**src/rtl/pipeline_chain.sv**
```systemverilog
// pipeline_chain: parametrised stage-latch chain with per-stage valid bits,
// stall, flush and bubble collapsing under a valid/ready handshake.
// Optional build macro PIPELINE_CHAIN_SKID_EN adds a one-entry skid register
// ahead of stage 0, which makes in_ready a registered signal.
// When the skid register is full it feeds stage 0 ahead of in_data. A flush[0]
// empties it, and an input offered in that same cycle is discarded.
module pipeline_chain #(
   parameter int  WIDTH  = 32,
   parameter int  STAGES = 4,
   parameter int  CNTW   = 16,
   localparam int OCCW   = $clog2(STAGES + 1)
) (
   input  logic              CLK,
   input  logic              nRST,
   input  logic              in_valid,
   input  logic [WIDTH-1:0]  in_data,
   output logic              in_ready,
   input  logic [STAGES-1:0] stall,
   input  logic [STAGES-1:0] flush,
   output logic              out_valid,
   output logic [WIDTH-1:0]  out_data,
   input  logic              out_ready,
   output logic [STAGES-1:0] stage_valid,
   output logic [OCCW-1:0]   occupancy,
   output logic [CNTW-1:0]   killed_count
);

   // Wide enough for every stage plus the skid entry dying in one cycle.
   localparam int KW = $clog2(STAGES + 2);

   logic [STAGES-1:0] valid_q;
   logic [STAGES-1:0] valid_d;
   logic [WIDTH-1:0]  data_q  [STAGES];
   logic [WIDTH-1:0]  data_d  [STAGES];
   logic [WIDTH-1:0]  up_data [STAGES];
   logic [STAGES:0]   accept;
   logic [STAGES-1:0] advance;
   logic [STAGES-1:0] load;
   logic              src_valid;
   logic [WIDTH-1:0]  src_data;
   logic              skid_kill;
   logic [KW-1:0]     kill_n;
   logic [OCCW-1:0]   occ_d;
   logic [CNTW:0]     kill_sum;

   // Ready chain: walks from the output end back to stage 0, so the ready path
   // is combinational from out_ready through every stage. Flush and stall both
   // block acceptance; an empty unstalled stage accepts even behind a held stage.
   always_comb begin
      // NOTE: every combinational output gets a default first so no path can infer a latch.
      accept         = '0;
      advance        = '0;
      load           = '0;
      accept[STAGES] = out_ready;
      for (int i = STAGES - 1; i >= 0; i--) begin
         advance[i] = valid_q[i] & ~stall[i] & ~flush[i] & accept[i+1];
         accept[i]  = ~flush[i] & ~stall[i] & (~valid_q[i] | advance[i]);
      end
      // A stage only receives an entry its upstream neighbour actually releases,
      // so a flushed or stalled upstream stage delivers nothing.
      load[0] = accept[0] & src_valid;
      for (int i = 1; i < STAGES; i++) begin
         load[i] = advance[i-1];
      end
   end

`ifdef PIPELINE_CHAIN_SKID_EN
   logic             skid_valid;
   logic [WIDTH-1:0] skid_data;

   assign src_valid = skid_valid | in_valid;
   assign src_data  = skid_valid ? skid_data : in_data;
   assign in_ready  = ~skid_valid;
   assign skid_kill = skid_valid & flush[0];

   // Skid register: catches an offer stage 0 cannot take and drains into stage 0 first.
   always_ff @(posedge CLK or negedge nRST) begin
      if (!nRST) begin
         skid_valid <= 1'b0;
         skid_data  <= '0;
      end else if (flush[0]) begin
         skid_valid <= 1'b0;
         skid_data  <= '0;
      end else if (skid_valid) begin
         if (accept[0]) begin
            skid_valid <= 1'b0;
         end
      end else if (in_valid && !accept[0]) begin
         skid_valid <= 1'b1;
         skid_data  <= in_data;
      end
   end
`else
   assign src_valid = in_valid;
   assign src_data  = in_data;
   assign in_ready  = accept[0];
   assign skid_kill = 1'b0;
`endif

   // Next-state per stage, priority flush > stall > load.
   always_comb begin
      valid_d    = valid_q;
      data_d     = data_q;
      up_data[0] = src_data;
      for (int i = 1; i < STAGES; i++) begin
         up_data[i] = data_q[i-1];
      end
      for (int i = 0; i < STAGES; i++) begin
         if (flush[i]) begin
            valid_d[i] = 1'b0;
            data_d[i]  = '0;
         end else if (accept[i]) begin
            // Stall leaves accept low, so a stalled stage falls through and holds.
            valid_d[i] = load[i];
            if (load[i]) begin
               data_d[i] = up_data[i];
            end
         end
      end
   end

   // Occupancy and killed-entry tallies for this cycle.
   always_comb begin
      kill_n = KW'(skid_kill);
      occ_d  = '0;
      for (int i = 0; i < STAGES; i++) begin
         kill_n = kill_n + KW'(flush[i] & valid_q[i]);
         occ_d  = occ_d + OCCW'(valid_d[i]);
      end
      kill_sum = {1'b0, killed_count} + (CNTW + 1)'(kill_n);
   end

   // Stage registers and status counters.
   always_ff @(posedge CLK or negedge nRST) begin
      if (!nRST) begin
         valid_q <= '0;
         // NOTE: payloads are reset too; a cleared stage must read as the all-zero NOP.
         for (int i = 0; i < STAGES; i++) begin
            data_q[i] <= '0;
         end
         occupancy    <= '0;
         killed_count <= '0;
      end else begin
         // NOTE: non-blocking so every stage samples its neighbour's pre-edge value.
         valid_q      <= valid_d;
         data_q       <= data_d;
         occupancy    <= occ_d;
         killed_count <= kill_sum[CNTW] ? '1 : kill_sum[CNTW-1:0];
      end
   end

   assign out_valid   = valid_q[STAGES-1];
   assign out_data    = data_q[STAGES-1];
   assign stage_valid = valid_q;

endmodule

```
**config.mk**
```make
export PLATFORM = sky130hd
export DESIGN_NAME = pipeline_chain
export DESIGN_NICKNAME = d
export VERILOG_FILES = /design/src/rtl/pipeline_chain.sv
export SDC_FILE = /design/constraint.sdc
export NUM_CORES = 1
export LEC_CHECK = 0
export CAP_MARGIN = 40
export CORE_MARGIN = 5
export CORE_UTILIZATION = 54
export CTS_CLUSTER_DIAMETER = 60
export DETAILED_ROUTE_END_ITERATION = 7
export PLACE_DENSITY_LB_ADDON = 0.3
export REMOVE_ABC_BUFFERS = 1
export SYNTH_ARGS = -nofsm -noshare
export SYNTH_HDL_FRONTEND = slang
export SYNTH_SLANG_ARGS = --single-unit
export TNS_END_PERCENT = 100
```
**constraint.sdc**
```tcl
create_clock -name CLK -period 3.5 [get_ports CLK]
set_input_delay 0.35 -clock CLK [delete_from_list [all_inputs] [get_ports CLK]]
set_output_delay 0.35 -clock CLK [all_outputs]
set_load 0.03 [all_outputs]
```
Word level (Yosys, flattened, before mapping):

Index checks and enable logic that the tools add are counted.

* register bits: 151
* output and inout bits: 57
* logic and storage cells: 88

* add/sub/neg operators: 7
* reduce and logical (&&, ||, !) cells: 12
* multiplexer cells: 21
* bitwise operators: 41

Operators with widths (count)
* two-way mux 32 bit: 12
* bitwise AND 1 bit: 25
* adder 16 x 3 -> 17 bit: 1
* two-way mux 16 bit: 1
* nonzero test 2 bit: 8
* inverter 1 bit: 12
* two-way mux 1 bit: 8
* AND reduction 2 bit: 4
* adder 2 x 1 -> 3 bit: 2
* adder 3 x 1 -> 3 bit: 2
* adder 1 x 1 -> 2 bit: 2
* bitwise OR 1 bit: 4

Longest topological paths before layout:

* depth in word-level cells: 21
* mapped depth: 11
* depth with buffers taken out: 9

Worst setup path before layout:

Ideal clock, no wire load.

* kind: register to register
* start: register valid_q[2], in the netlist stage_valid[2]
* end: register killed_count[10]
* arrival time: 2830 ps
* library setup time: 68 ps
* required time: 3432 ps
* path slack: 603 ps
* cell stages (with the launch flop): 11
* cells stage by stage: dfrtp_1 > and2_1 > fa_1 > fa_1 > inv_1 > fa_1 > nand3b_1 > nor2_1 > nand3_1 > clkbuf_1 > nand2_1

* word-level cells in the longest chain between the ends: 5

Ends and longest elaborated chain
* start: declaration: line 31 `logic [STAGES-1:0] valid_q;`
* start signal: assignment: line 145 `valid_q <= valid_d;`
* bitwise AND 1 bit: line 127 `kill_n = kill_n + KW'(flush[i] & valid_q[i]);`
* adder 2 x 1 -> 3 bit: line 127
* adder 3 x 1 -> 3 bit: line 127
* adder 16 x 3 -> 17 bit: line 130 `kill_sum = {1'b0, killed_count} + (CNTW + 1)'(kill_n);`
* two-way mux 16 bit: line 148 `killed_count <= kill_sum[CNTW] ? '1 : kill_sum[CNTW-1:0];`
* end signal: assignment: line 148
* end: declaration: line 25 `output logic [CNTW-1:0] killed_count`

Every way passes these cells.
A chain may end at the register's enable or synchronous reset.

Final worst setup path:

* start: register valid_q[0], in the netlist stage_valid[0]
* end: register killed_count[6]

* word-level cells in the longest chain between the ends: 6

Ends and longest elaborated chain (line)
* bitwise AND 1 bit: 127
* adder 1 x 1 -> 2 bit: 127
* adder 2 x 1 -> 3 bit: 127
* adder 3 x 1 -> 3 bit: 127
* adder 16 x 3 -> 17 bit: 130
* two-way mux 16 bit: 148

Every way passes these cells.

==> flow_summary.ini <==
[clock_network]
cts_tree = yes
cts_root_buf = clkbuf_16
postCtsSetupBuffers = 0
clk_path_buf_depth = 2
clk_pin_slew_ps = 60
cts_sinks = 151
cts_hold_buf = 0
numCtsBuffers = 17
cts_resized = 0
htreeDepth = 4
clk-insertion-delay-late_ps = 420

[critical_path]
path_class = reg2reg
cp.arrival_ps = 3370
cp_max_fo = 13
crit_path_end_kind = flip-flop
required_ps = 3840
start_kind = flip-flop

[floorplan]
initial_core_util_pct = 55.34
die_x_um = 121.4
io_pins = 101
row_count = 40
core_mm2 = 0.01211
die_area_mm2 = 0.01474
die_y_um = 121.4

[drt]
vias = 4396
first_pass_iters = 4
final_antenna_net_count = 0
routed_wl_mm = 14.28
drt_iter0_markers = 469
drcViolationCount = 0
viasPerCell = 5.309
drt-wirelength-per-cell_um = 17.25

[status]
violations = hold timing
outcome = finished with violations

[global_routing]
grt_antenna_before_repair = 0
grt.overflow.total = 0
grt_use_total_pct = 21.03
grt_pass1_wl_mm = 24.23
first_global_vias = 4809
grt_max_degree = 88

[synthesis]
synthArstFlopShare_pct = 100.0
synth_seq_cells = 151
synth_cell_types = 41
syn_inst = 579
ys_dominant_reg_cell = dfrtp_1
ys_seq_area_share_pct = 56.37
synth-edff-count = 0
avgSynthCellArea_um2 = 11.58
syn_area_mm2 = 0.006703
ys_warn_count = 0

[sta]
fmax_ghz = 0.3302
hold_violations = 19
slew_headroom_pct = 47.62
min_period_over_period_pct = 86.53
worst_pin_slew_ps = 785.7
rsz0062_at_grt = no
min_period_ps = 3028
clock_skew_ps = 3.833
finalSetupViolCount = 0
holdWs_ps = -38.66
report.final.slew_viol_count = 0

[cells_and_area]
antennaDiodeCount = 0
design_area_mm2 = 0.008230
syn2layout_area_growth_pct = 22.79
stdcell_count = 828
nets = 698
seq_area_mm2 = 0.003779
nFillCells = 937
drive_gt1_share_pct = 17.58
multi_input_comb_area_mm2 = 0.002511

[placement]
io_buffers = 100
dp_hpwl_mm = 8.652
place_area_mm2 = 0.007610
place_congestion = 0.8388
placed_cells = 796

[power]
power_uw = 4093
cellPowerDensity_mw_per_mm2 = 497.3
p_leak_uw = 0.003840
ir_worst_vdd_v = 0.0002989

[flow_run]
cap_viol_max_count = 0

[min_path]
hold_path.class = in2async
-- cells in the final DEF (no fill, tap or decap), types with 4 or more instances in the layout --
cell type / count
dfrtp_1: 151
clkdlybuf4s50_1: 97
nand2_1: 81
nor2b_1: 62
mux2_2: 62
o21ai_0: 36
a22o_1: 32
clkbuf_16: 17
buf_4: 12
inv_1: 10
nor2_1: 8
xnor2_1: 8
nand3_1: 6
nand2b_1: 5
a21oi_1: 5
and2_1: 5
clkinv_2: 5
nor3_1: 4
and2b_1: 4
fa_1: 4
-- metrics by stage --
stage	setup slack [ps]	setup TNS [ps]	utilization, %
2_1_floorplan	-52.01	-52.01	-
6_report	471.5	0	67.95
3_5_place_dp	-64.80	-255.9	62.83
3_3_place_gp	61.94	0	62.83
4_1_cts	337.6	0	67.91
5_1_grt	157.1	0	67.95
-- layout make-up --
type	count	share of cell area, %
clock buffers	20	5.670
clock inverters	12	1.809
inverters	10	0.4561
multi-input cells	356	30.51
flip-flops and latches	151	45.91
well taps	168	2.554
repair buffers	111	13.09
-- cells by family (layout without fill, tap and decap cells) --
group / Yosys count / count (layout) / share of synthesized area (%)
XOR/XNOR: 10 / 10 / 1.307
AO/OA/AOI/OAI: 84 / 84 / 8.531
multiplexers: 65 / 65 / 10.92
adder cells (fa/ha/maj): 7 / 7 / 1.755
AND/OR/NAND/NOR: 190 / 190 / 14.78
buffers and inverters: 72 / 153 / 6.328
flip-flops: 151 / 151 / 56.37
-- registers in the layout (all words and copies together), names as in the netlist --
name	cells
data_q	96
killed_count	16
occupancy	3
out_data	32
stage_valid	4
-- worst max-delay path, stage by stage (launching register included) --
cell      delay [ps]
dfrtp_1          450
and2_1           200
fa_1             510
fa_1             200
inv_1             60
fa_1             390
nand3b_1         300
nor2_1           360
nand3_2          310
o21ai_0          160
-- cell usage after synthesis, types with 6 or more instances --
cell type    n  area (µm²)
nand2_1     81       304.0
buf_4       33       247.7
inv_1       10       37.54
o21ai_0     36       180.2
a22o_1      32       280.3
dfrtp_1    151        3779
nor2_1       8       30.03
clkbuf_1    20       75.07
xnor2_1      8       70.07
mux2_2      62       698.2
nand3_1      7       35.03
buf_2        6       30.03
nor2b_1     62       387.9
-- worst paths after layout --
path                              endpoint  slack [ps]           start  cells after the start
setup / recovery           killed_count[6]         470  stage_valid[0]                      9
hold / removal                out_data[21]         -40            nRST                      1
setup reg to reg           killed_count[6]         470  stage_valid[0]                      9
hold reg to reg               out_data[26]         470      data_q[58]                      2
max in group asynchronous     out_data[27]        2490            nRST                      2
min in group CLK              out_data[26]         470      data_q[58]                      2
-- power breakdown --
part           leakage [µW]  switching (µW)  internal [µW]
sequential          0.00209            52.0           1800
clock              0.000306             714           1180
combinational       0.00145             197            159
total               0.00384             963           3130
-- metal layers --
| layer | up-vias | wire length, µm | GRT usage, % | part of all wire, % |
|---|---|---|---|---|
| li1 | 2062 | - | - | - |
| met1 | 2226 | 6282 | 26.73 | 44 |
| met2 | 89 | 7175 | 34.37 | 50 |
| met3 | 19 | 607 | 6.434 | 4.3 |
| met4 | 0 | 213 | 7.003 | 1.5 |
| met5 | - | 0 | 0 | 0 |
Power figures use the tool's default switching activity.
